$ cat config.mk
export PLATFORM = sky130hd
export DESIGN_NAME = count_display_driver
export DESIGN_NICKNAME = d
export VERILOG_FILES = /design/src/rtl/count_disp_pkg.sv /design/src/rtl/bcd_to_seg7.sv /design/src/rtl/count_display_driver.sv
export SDC_FILE = /design/constraint.sdc
export NUM_CORES = 1
export LEC_CHECK = 0
export CAP_MARGIN = 30
export CELL_PAD_IN_SITES_DETAIL_PLACEMENT = 0
export CELL_PAD_IN_SITES_GLOBAL_PLACEMENT = 1
export CORE_ASPECT_RATIO = 1.4
export CORE_UTILIZATION = 40
export CTS_CLUSTER_SIZE = 16
export DETAILED_ROUTE_END_ITERATION = 12
export HOLD_SLACK_MARGIN = 0.15
export PLACE_DENSITY_LB_ADDON = 0.1
export REMOVE_ABC_BUFFERS = 1
export SETUP_SLACK_MARGIN = 0.05
export SYNTH_ARGS = -nofsm -noshare
export SYNTH_HDL_FRONTEND = slang
export SYNTH_SLANG_ARGS = --single-unit
export TNS_END_PERCENT = 100
$ cat constraint.sdc
create_clock -name clk -period 7.8 [get_ports clk]
set_clock_uncertainty 0.1 [all_clocks]
set_input_delay 1.56 -clock clk [delete_from_list [all_inputs] [get_ports clk]]
set_output_delay 1.56 -clock clk [all_outputs]
set_load 0.02 [all_outputs]
$ cat src/rtl/count_disp_pkg.sv
// Shared definitions for the count display driver: FSM states, conversion
// constants, the 7-segment lookup table and the double-dabble adjust step.
package count_disp_pkg;

    typedef enum logic [0:0] {
        IDLE    = 1'b0,
        CONVERT = 1'b1
    } state_e;

    localparam logic [6:0] MAX_COUNT  = 7'd99;
    localparam int         CONV_ITERS = 7;

    // Segment patterns {g,f,e,d,c,b,a}; index 0 is the least significant entry.
    localparam logic [9:0][6:0] SEG_LUT = {
        7'h6F, 7'h7F, 7'h07, 7'h7D, 7'h6D,
        7'h66, 7'h4F, 7'h5B, 7'h06, 7'h3F
    };

    localparam logic [6:0] SEG_BLANK = 7'h00;
    localparam logic [6:0] SEG_DASH  = 7'h40;

    // One double-dabble correction: a nibble of 5 or more gets 3 added so the
    // following left shift carries correctly into the next decimal digit.
    function automatic logic [3:0] dd_adjust(input logic [3:0] nib);
        if (nib >= 4'd5) begin
            return nib + 4'd3;
        end else begin
            return nib;
        end
    endfunction

endpackage

$ cat src/rtl/bcd_to_seg7.sv
// Combinational BCD nibble to 7-segment decoder with a blanking input.
// Nibbles above 9 show a dash.
module bcd_to_seg7
    import count_disp_pkg::*;
(
    input  logic [3:0] digit_i,
    input  logic       blank_i,
    output logic [6:0] seg_o
);

    // Select blank, the digit pattern, or the dash for non-decimal nibbles
    always_comb begin
        seg_o = SEG_DASH;
        if (blank_i) begin
            seg_o = SEG_BLANK;
        end else if (digit_i <= 4'd9) begin
            seg_o = SEG_LUT[digit_i];
        end else begin
            seg_o = SEG_DASH;
        end
    end

endmodule

$ cat src/rtl/count_display_driver.sv
// Count display driver: accepts a 0..99 binary count over valid/ready,
// converts it to BCD with a 7-step sequential double-dabble, registers the
// BCD value and both digit patterns, and multiplexes them onto a 2-digit bus.
// Optional build macro: LEADING_ZERO_BLANK_EN blanks a zero tens digit.
module count_display_driver
    import count_disp_pkg::*;
#(
    parameter int SCAN_DIV       = 50000,
    parameter bit SEG_ACTIVE_LOW = 1'b0
) (
    input  logic       clk,
    input  logic       rst_n,      // synchronous, active-high
    input  logic       in_valid,
    output logic       in_ready,
    input  logic [6:0] in_count,
    output logic [7:0] bcd,
    output logic       bcd_valid,
    output logic       ovf,
    output logic [6:0] seg1,
    output logic [6:0] seg2,
    output logic [1:0] scan_an,
    output logic [6:0] scan_seg
);

    localparam int         SCAN_W    = $clog2(SCAN_DIV);
    localparam logic [SCAN_W-1:0] SCAN_LAST = SCAN_W'(SCAN_DIV - 1);
    localparam logic [2:0] CONV_LAST = 3'(CONV_ITERS - 1);

    // Segment and anode registers hold the pin polarity directly.
    localparam logic [6:0] SEG_POL = SEG_ACTIVE_LOW ? 7'h7F : 7'h00;
    localparam logic [1:0] AN_POL  = SEG_ACTIVE_LOW ? 2'b11 : 2'b00;

`ifdef LEADING_ZERO_BLANK_EN
    localparam logic LZB = 1'b1;
`else
    localparam logic LZB = 1'b0;
`endif

    localparam logic [6:0] SEG1_RST = (LZB ? SEG_BLANK : SEG_LUT[0]) ^ SEG_POL;
    localparam logic [6:0] SEG2_RST = SEG_LUT[0] ^ SEG_POL;
    localparam logic [1:0] AN_RST   = 2'b01 ^ AN_POL;

    state_e      state_q, state_d;
    logic [14:0] sh_q, sh_d;          // {tens, units, remaining binary bits}
    logic [2:0]  iter_q, iter_d;
    logic        ovf_pend_q, ovf_pend_d;
    logic        in_ready_q, in_ready_d;
    logic [7:0]  bcd_q, bcd_d;
    logic        bcd_valid_q, bcd_valid_d;
    logic        ovf_q, ovf_d;
    logic [6:0]  seg1_q, seg1_d;
    logic [6:0]  seg2_q, seg2_d;

    logic [SCAN_W-1:0] scan_cnt_q, scan_cnt_d;
    logic [1:0]        scan_an_q, scan_an_d;
    logic [6:0]        scan_seg_q, scan_seg_d;

    logic [14:0] adj_s;
    logic [14:0] shifted_s;
    logic [7:0]  out_bcd_s;
    logic        blank_tens_s;
    logic [6:0]  dec_tens_s;
    logic [6:0]  dec_units_s;
    logic [1:0]  an_logic_s;

    // One double-dabble iteration on the current shift register
    always_comb begin
        adj_s     = {dd_adjust(sh_q[14:11]), dd_adjust(sh_q[10:7]), sh_q[6:0]};
        shifted_s = {adj_s[13:0], 1'b0};
    end

    // Value to be published: saturated 99 on overflow, else the finished conversion
    always_comb begin
        out_bcd_s = shifted_s[14:7];
        if (ovf_pend_q) begin
            out_bcd_s = 8'h99;
        end else begin
            out_bcd_s = shifted_s[14:7];
        end
        blank_tens_s = LZB & (out_bcd_s[7:4] == 4'd0);
    end

    bcd_to_seg7 u_dec_tens (
        .digit_i (out_bcd_s[7:4]),
        .blank_i (blank_tens_s),
        .seg_o   (dec_tens_s)
    );

    bcd_to_seg7 u_dec_units (
        .digit_i (out_bcd_s[3:0]),
        .blank_i (1'b0),
        .seg_o   (dec_units_s)
    );

    // Handshake, conversion sequencing and result publication
    always_comb begin
        state_d     = state_q;
        sh_d        = sh_q;
        iter_d      = iter_q;
        ovf_pend_d  = 1'b0;
        bcd_d       = bcd_q;
        bcd_valid_d = 1'b0;
        ovf_d       = ovf_q;
        seg1_d      = seg1_q;
        seg2_d      = seg2_q;

        // An out-of-range count accepted last edge is published now.
        if (ovf_pend_q) begin
            bcd_d       = out_bcd_s;
            seg1_d      = dec_tens_s ^ SEG_POL;
            seg2_d      = dec_units_s ^ SEG_POL;
            ovf_d       = 1'b1;
            bcd_valid_d = 1'b1;
        end else begin
            bcd_valid_d = 1'b0;
        end

        case (state_q)
            IDLE: begin
                if (in_valid) begin
                    if (in_count <= MAX_COUNT) begin
                        sh_d    = {8'd0, in_count};
                        iter_d  = 3'd0;
                        state_d = CONVERT;
                    end else begin
                        ovf_pend_d = 1'b1;
                    end
                end else begin
                    state_d = IDLE;
                end
            end
            CONVERT: begin
                sh_d = shifted_s;
                if (iter_q == CONV_LAST) begin
                    state_d     = IDLE;
                    bcd_d       = out_bcd_s;
                    seg1_d      = dec_tens_s ^ SEG_POL;
                    seg2_d      = dec_units_s ^ SEG_POL;
                    ovf_d       = 1'b0;
                    bcd_valid_d = 1'b1;
                end else begin
                    iter_d = iter_q + 3'd1;
                end
            end
            default: begin
                state_d = IDLE;
            end
        endcase

        in_ready_d = (state_d == IDLE);
    end

    // Free-running digit scan; scan_seg follows the digit enabled after this edge
    always_comb begin
        scan_cnt_d = scan_cnt_q + SCAN_W'(1);
        scan_an_d  = scan_an_q;
        if (scan_cnt_q == SCAN_LAST) begin
            scan_cnt_d = SCAN_W'(0);
            scan_an_d  = {scan_an_q[0], scan_an_q[1]};
        end else begin
            scan_cnt_d = scan_cnt_q + SCAN_W'(1);
        end
        an_logic_s = scan_an_d ^ AN_POL;
        if (an_logic_s[0]) begin
            scan_seg_d = seg2_q;
        end else begin
            scan_seg_d = seg1_q;
        end
    end

    // Conversion FSM, datapath and published result registers
    always_ff @(posedge clk) begin
        if (rst_n) begin
            state_q     <= IDLE;
            sh_q        <= 15'd0;
            iter_q      <= 3'd0;
            ovf_pend_q  <= 1'b0;
            in_ready_q  <= 1'b1;
            bcd_q       <= 8'h00;
            bcd_valid_q <= 1'b0;
            ovf_q       <= 1'b0;
            seg1_q      <= SEG1_RST;
            seg2_q      <= SEG2_RST;
        end else begin
            state_q     <= state_d;
            sh_q        <= sh_d;
            iter_q      <= iter_d;
            ovf_pend_q  <= ovf_pend_d;
            in_ready_q  <= in_ready_d;
            bcd_q       <= bcd_d;
            bcd_valid_q <= bcd_valid_d;
            ovf_q       <= ovf_d;
            seg1_q      <= seg1_d;
            seg2_q      <= seg2_d;
        end
    end

    // Display multiplex registers
    always_ff @(posedge clk) begin
        if (rst_n) begin
            scan_cnt_q <= SCAN_W'(0);
            scan_an_q  <= AN_RST;
            scan_seg_q <= SEG2_RST;
        end else begin
            scan_cnt_q <= scan_cnt_d;
            scan_an_q  <= scan_an_d;
            scan_seg_q <= scan_seg_d;
        end
    end

    assign in_ready  = in_ready_q;
    assign bcd       = bcd_q;
    assign bcd_valid = bcd_valid_q;
    assign ovf       = ovf_q;
    assign seg1      = seg1_q;
    assign seg2      = seg2_q;
    assign scan_an   = scan_an_q;
    assign scan_seg  = scan_seg_q;

endmodule

Yosys cells after proc, flatten, opt, wreduce, memory -nomap -nowiden
Memory sizes are Yosys's and may differ from the RTL's.
Index checks and enable logic that the tools add are counted.

storage, ports and cells
  register bits = 70
  ROM bits = 224
  bits of input ports = 10
  output and inout bits = 34
  logic and storage cells = 75
  memories kept = 2

cells by class
  add/sub/neg operators = 4
  magnitude comparators = 7
  equal/unequal tests = 5
  mux-type cells = 36
  bitwise logic cells = 3
  reduce and logical (&&, ||, !) cells = 4

memory list
  name             depth  width  read ports  clocked after Yosys merged registers in  write ports  RTL line           RTL
  (no name shown)  16     7      1           0                                        0            bcd_to_seg7.sv:17  seg_o = SEG_LUT[digit_i];
  (no name shown)  16     7      1           0                                        0            bcd_to_seg7.sv:17

operator list
  cell                     count
  $mux W7                  11
  $mux W8                  4
  $mux W15                 2
  $pmux W15 S2             1
  $add A16 B1 Y16 const B  1
  $eq A16 B16 Y1 const B   1
  $mux W3                  4
  $mux W1                  11
  $lt A4 B5 Y1 const B     2
  $ge A4 B3 Y1 const B     2
  $le A4 B4 Y1 const B     2
  $le A7 B7 Y1 const B     1
  $ne A2 B2 Y1 const B     3
  $pmux W3 S2              1
  $add A4 B2 Y4 const B    1
  $mux W4                  1
  $add A3 B1 Y3 const B    1
  $add A3 B2 Y3 const B    1
  $eq A3 B3 Y1 const B     1
  $not A1 Y1               3
  $reduce_and A3 Y1        1
  $reduce_or A3 Y1         1
  $pmux W1 S2              1
  $reduce_and A2 Y1        1
  $reduce_or A2 Y1         1

Longest topological paths before layout
Gate-level depths: netlist (run 1).

  word-level depth = 9
  depth in mapped cells = 12
  mapped depth without buffers = 12

By module
Synthesis (run 1) repeated with hierarchy kept, for this count alone.

second synthesis, totals
  cells, all modules = 414
  area total of the unflattened synthesis = 3428.3 µm²

by module, submodules not included
  module                instances  cells an instance  area each (µm²)  seq. area each (µm²)
  count_display_driver  1          354                3010.4           1401.3
  bcd_to_seg7           2          30                 209.0            0.0

Worst setup path after synthesis (run 1)
No wires, ideal clock.

  kind = input -> register
  from = input port in_count[4]
  to = register iter_q[0]
  library setup time = 128 ps
  arrival time = 2736 ps
  data required time = 7572 ps
  slack = 4837 ps
  cell stages on the path = 6
  path buffers = 1
  cell sequence = o311ai_0 > and3b_1 > clkbuf_1 > nor2_1 > a21oi_1 > nor2_1

on the way
  longest elaborated chain between the ends = 3

ends and longest elaborated chain
  element                      RTL line                     RTL
  start, declared              count_display_driver.sv:15   input logic [6:0] in_count,
  $le A7 B7 Y1                 count_display_driver.sv:121  if (in_count <= MAX_COUNT) begin
  $ne A2 B2 Y1 (no line)       -
  $reduce_and A3 Y1 (no line)  -
  end signal, assigned         count_display_driver.sv:187  iter_q <= iter_d;
  end, declared                count_display_driver.sv:45   logic [2:0] iter_q, iter_d;

No other way between the ends.
A chain may end at the register's enable or synchronous reset.

Worst setup path after layout (run 1)
Ends and elaborated chain as after synthesis.

==> impl_metrics.yaml, run 1 <==
run_status:
  status: "completed"
clock_network:
  cts_sinks: 70
  insertion_delay_ns: 0.35
  cts_max_path_buffers: 2
  cts.clk_slew.worst_paths_ns: 0.07
  ctsRootBufferMaster: "clkbuf_8"
  post_cts_buffers: 0
  cts_buffers: 9
  cts_tree: "yes"
  htreeDepth: 3
  cts_hold_buf: 0
  cts_resized: 0
power:
  p_sw_uw: 178
  p_leak_uw: 0.00152
  swShare_pct: 23.5
  vdd_drop_max_uv: 112
  p_int_uw: 579
  combinationalPowerShare_pct: 7.5
  seqPwrFrac_pct: 49.7
  power_density_nw_per_um2: 190
  p_clk_share_pct: 42.8
  power.total_uw: 757
floorplanning:
  num_io_pins: 44
  die_y_um: 109
  dieArea_sq_um: 8540
  rows: 38
  initial_core_util_pct: 41.7
  die_w_um: 78.4
  core_area_sq_um: 7850
place:
  io_buffers: 43
  dp_cells: 505
  routabilityCongestion: 0.803
  dp_hpwl_um: 5410
  dp_slack_ns: 4.31
timing:
  worstMarginPinSlew_ns: 0.723
  fin_crit_ns: 3.15
  rsz0062_at_grt: "false"
  slew_viol_final: 0
  layout_setup_ws_ns: 4.65
  finalHoldViolCount: 0
  slew_headroom_pct: 51.6
  fmax_mhz: 318
  fin_setup_tns_ns: 0
  setup_viol: 0
  hold-worst-slack_ns: 0.358
  timing.final.crit_share_pct: 40.4
finish:
  area_delta_synth_final_pct: 21.7
  final_cells: 521
  insertedDiodeCount: 0
  layout-drive-gt1-share_pct: 5.46
  n_fill_cell: 785
  nets: 443
  final_common_cell: "dfxtp_1"
  mostFrequentLayoutCells: "dfxtp_1, nor2_1, clkdlybuf4s50_1"
global_routing:
  use_met2_pct: 34.0
  busiest_layer: "met2"
  gr-usage-met3_pct: 3.77
  grt_pass1_vias: 2646
  grt_max_degree: 40
  grtUsageMet1_pct: 22.7
  grt_util_all_layers_pct: 19.5
  overflow: 0
  grt_pass1_wl_um: 12700
  antenna_found_initial: 0
routing:
  routed-via-count: 2766
  dr.pass1.iters: 4
  routed_wl_um: 7680
  drt-initial-drc-count: 133
  wl_per_cell_um: 14.7
  drc: 0
  via_per_inst: 5.31
  ant_nets: 0
synth:
  ys_async_sr_fraction_pct: 0
  ys_seq_area_share_pct: 42.9
  postSynthCellCount: 381
  synth_compound_area_share_pct: 17.8
  synthFlopType: "dfxtp_1"
  netlist_area_sq_um: 3270
  synth-xor-area-share_pct: 4.56
  syn_area_per_cell_sq_um: 8.58
  synthSimpleGateAreaFrac_pct: 20.3
  synth_cell_types: 50
  synth_top_family_by_area: "simple AND/OR/NAND/NOR gates"
  yosysWarnings: 0
  ys_ff_latch: 70
  yosys.area_share.adder_pct: 6.51
  synthMuxAreaShare_pct: 3.52
  synth_edf_count: 0
run:
  maxCapViolCount: 0
critical_path:
  start_kind: "primary input"
  max_stage_delay_ns: 0.51
  crit_fanout: 11
  crit_type: "primary input to register"
  path_buf_inv: 1
  cp.arrival_ns: 3.27
  crit_family: "compound AO/OA/AOI/OAI gates"
  crit_path_frequent_cell: "nor2_1"
  cp.required_ns: 7.92
  crit_path_cell_trace: "clkdlybuf4s50_1, o311ai_0, and3b_1, nor2_1, a21oi_1, nor2_1"
  worstSetupEndpointType: "register"
  slowest_stage: "o311ai_0"
min_path:
  holdCritPathClass: "register to register"
-- worst register-to-register path: cells and delay by family (launching register included) --
family / cells / cell delay (ns)
AOI/OAI and AO/OA: 2 / 0.58
adders and majority gates: 2 / 0.53
buffers and inverters: 2 / 0.19
DFF: 1 / 0.36
and+or+nand+nor: 6 / 1.20
-- registers in the layout (all words and copies together), names as in the netlist --
name / flops
bcd_valid: 1
scan_cnt_q: 16
scan_seg: 7
iter_q: 3
scan_an: 2
state_q: 1
ovf_pend_q: 1
in_ready: 1
seg1: 7
ovf: 1
sh_q: 15
seg2: 7
bcd: 8
-- per-layer routing --
metal,vias to the layer above,routed length [um],share of wire [%]
met1,1274,3510,46
met2,62,3750,49
met4,0,190,2.5
met3,17,236,3.1
met5,-,0,0
li1,1413,-,-
-- stage by stage --
step / area [sq um] / utilization [%]
after detailed placement: 3760 / 47.9
final: 3980 / 50.7
after global routing: 3980 / 50.7
after global placement: 3750 / 47.8
after floorplan: 3190 / -
after CTS: 3980 / 50.7
-- cell usage after synthesis, types with 4 or more instances --
| library cell | number | area share [%] |
|---|---|---|
| nor3_1 | 9 | 1.4 |
| a22oi_1 | 10 | 2.3 |
| a21oi_1 | 23 | 3.5 |
| a31oi_1 | 7 | 1.3 |
| and3_1 | 4 | 0.77 |
| xnor2_1 | 9 | 2.4 |
| a211oi_1 | 5 | 1.1 |
| nor2_1 | 55 | 6.3 |
| nand3_1 | 9 | 1.4 |
| dfxtp_1 | 70 | 43 |
| nand4_1 | 4 | 0.77 |
| o21ai_0 | 13 | 2.0 |
| clkbuf_1 | 17 | 2.0 |
| a21o_1 | 5 | 1.1 |
| xor2_1 | 8 | 2.1 |
| mux2i_1 | 9 | 2.8 |
| a222oi_1 | 6 | 1.8 |
| ha_1 | 17 | 6.5 |
| inv_1 | 17 | 2.0 |
| nand2_1 | 39 | 4.5 |
-- worst paths after layout --
path                                   from        end  slack (ns)  cells after the start
worst max-delay path            in_count[4]  iter_q[0]        4.65                      6
worst min-delay path                 bcd[1]     bcd[1]        0.36                      2
worst max register to register      sh_q[7]    seg1[3]        4.71                     12
worst min register to register       bcd[1]     bcd[1]        0.36                      2
-- power by group through the flow --
stage,registers (uW),clock network (uW),logic (uW)
after CTS,376,335,56.6
final,376,324,56.4
after global placement,385,0,55.6
after global routing,378,351,62.4
after detailed placement,385,0,56.4
after floorplan,387,0,26.9
-- cell type report --
class                      instances  area (sq um)  area share (%)
clock buffer                      10           138            3.46
tap                              100           125            3.14
sequential                        70          1400            35.2
timing repair buffer              45           445            11.2
inverter                          17          63.8            1.60
clock inverter                     6          85.1            2.14
multi-input combinational        273          1720            43.2
-- logic make-up after synthesis --
family          Yosys count
flops                    70
xor+xnor                 17
mux                      11
compound gates           86
buf+inv                  38
fa+ha+maj                17
simple gates            142
Note: power is estimated with default switching activity, not from simulation.
==> inputs of run 2 (changes only) <==
Settings changed: CORE_UTILIZATION 40 to 37.
Clock period 7.8 ns to 2.55 ns, I/O delays scaled along.
==> run 2 against run 1 <==
Net effect:
- sequential power increased to 3.1 times the previous value
- first-iteration DRC count decreased by 0.75%
- die area up 7.9%
==> impl_metrics.yaml, run 2 (synthesized netlist as in run 1, its figures left out) <==
run_status:
  status: "completed"
global_routing:
  grt_pass1_wl_um: 13700
  use_met2_pct: 32.8
  overflow: 0
  grt_max_degree: 24
  grt_pass1_vias: 2815
  gr-usage-met3_pct: 3.79
  grt_util_all_layers_pct: 19.6
  grtUsageMet1_pct: 23.1
  antenna_found_initial: 0
  busiest_layer: "met2"
place:
  dp_hpwl_um: 6000
  routabilityCongestion: 0.837
  dp_slack_ns: -0.108
  io_buffers: 43
  place_area_sq_um: 3950
  dp_cells: 535
finish:
  insertedDiodeCount: 0
  mostFrequentLayoutCells: "dfxtp_1, nor2_1, clkdlybuf4s50_1"
  design_area_sq_um: 4370
  n_fill_cell: 828
  layout-drive-gt1-share_pct: 14.9
  max_flop_register: "scan_cnt_q"
  final_common_cell: "dfxtp_1"
  final_cells: 554
  nets: 473
  largest_reg_flops: 16
  area_delta_synth_final_pct: 33.8
  fin_util_pct: 51.1
timing:
  fmax_mhz: 418
  slew_headroom_pct: 49.3
  setup_viol: 0
  finalHoldViolCount: 0
  timing.final.crit_share_pct: 93.8
  rsz0062_at_grt: "true"
  fin_setup_tns_ns: 0
  worstMarginPinSlew_ns: 0.758
  fin_crit_ns: 2.39
  layout_setup_ws_ns: 0.158
  slew_viol_final: 0
power:
  vdd_drop_max_uv: 354
  p_leak_uw: 0.00172
  power_density_nw_per_um2: 589
floorplanning:
  die_w_um: 81.4
  initial_core_util_pct: 38.2
  core_area_sq_um: 8560
  dieArea_sq_um: 9220
  rows: 40
  die_y_um: 113
  num_io_pins: 44
critical_path:
  crit_fanout: 4
  r2r-start: "sh_q[7]"
  start_kind: "register"
  cp.required_ns: 2.65
  crit_path_cell_trace: "buf_4, o21ai_0, nor3_2, or2_1, nor2_2, buf_4, ha_2, nor2_4, buf_4, buf_4, buf_4, a32oi_1, a22oi_1"
  cp-startpoint: "sh_q[7]"
  crit_path_frequent_cell: "buf_4"
  crit_family: "buffers and inverters"
  cp.arrival_ns: 2.49
  slowest_stage: "dfxtp_2"
  path_buf_inv: 5
  worstSetupEndpointType: "register"
  max_stage_delay_ns: 0.33
  crit_type: "register to register"
clock_network:
  htreeDepth: 3
  cts_tree: "yes"
  cts_sinks: 70
  insertion_delay_ns: 0.33
  cts_max_path_buffers: 2
  cts_hold_buf: 0
  ctsRootBufferMaster: "clkbuf_16"
  cts_buffers: 9
  cts.clk_slew.worst_paths_ns: 0.05
routing:
  drc: 0
  routed-via-count: 2900
  via_per_inst: 5.23
  wl_per_cell_um: 14.8
  drt-initial-drc-count: 132
  dr.pass1.iters: 4
  ant_nets: 0
  routed_wl_um: 8200
min_path:
  holdCritPathClass: "register to register"
  min_from: "scan_cnt_q[0]"
run:
  maxCapViolCount: 0
==> run 2: cell types whose count changed in the layout (fill, tap and decap cells not counted), sizes merged <==
| cell | previous run | this run |
|---|---|---|
| buf | 2 | 32 |
| clkbuf | 10 | 13 |
| clkinv | 2 | 0 |
| clkinvlp | 2 | 0 |
| bufinv | 2 | 1 |
==> run 2: power by group <==
part | internal [uW] | switching [uW]
clock | 799 | 427
combinational | 92.1 | 111
sequential | 1120 | 23.5
==> run 2: cell type report <==
type / count / area, sq um / area share, %
Tap cell: 105 / 131 / 3.00
Multi-Input combinational cell: 273 / 1810 / 41.5
Clock inverter: 1 / 30.0 / 0.687
Clock buffer: 13 / 260 / 5.95
Sequential cell: 70 / 1400 / 32.1
Timing Repair Buffer: 75 / 671 / 15.3
Inverter: 17 / 63.8 / 1.46
==> run 2: path summary, 6_finish.rpt <==
check	slack [ns]	depth (start not counted)	endpoint
worst min-delay path	0.36	1	scan_cnt_q[0]
worst min register to register	0.36	1	scan_cnt_q[0]
worst max-delay path	0.16	13	seg1[0]
worst max register to register	0.16	13	seg1[0]
==> run 2: repair_timing <==
action / in CTS / in global routing
buffers inserted: 3 / 2
gates resized for setup: 7 / 16
setup endpoints to repair: 4 / 12
pin swaps: 1 / 8
endpoints found under the hold margin: 0 / 0
==> run 2: worst register-to-register path: stages (launching register included) <==
cell and delay (ns):
dfxtp_2 0.33, buf_4 0.13, o21ai_0 0.26, nor3_2 0.08, or2_1 0.24, nor2_2 0.10
buf_4 0.13, ha_2 0.20, nor2_4 0.06, buf_4 0.12, buf_4 0.12, buf_4 0.12
a32oi_1 0.16, a22oi_1 0.11
==> run 2: per-layer routing <==
layer	up-vias	share of wire [%]
li1	1474	-
met1	1351	44
met2	61	50
met3	14	3.6
met4	0	2.3
met5	-	0
==> run 2: metrics by stage <==
| stage | hold slack [ns] | total power [uW] |
|---|---|---|
| 6_report | 0.357 | 2580 |
| 5_1_grt | 0.378 | 2690 |
| 4_1_cts | 0.363 | 2600 |
| 3_5_place_dp | 0.350 | 1360 |
| 3_3_place_gp | 0.346 | 1360 |
| 2_1_floorplan | 0.330 | 1270 |
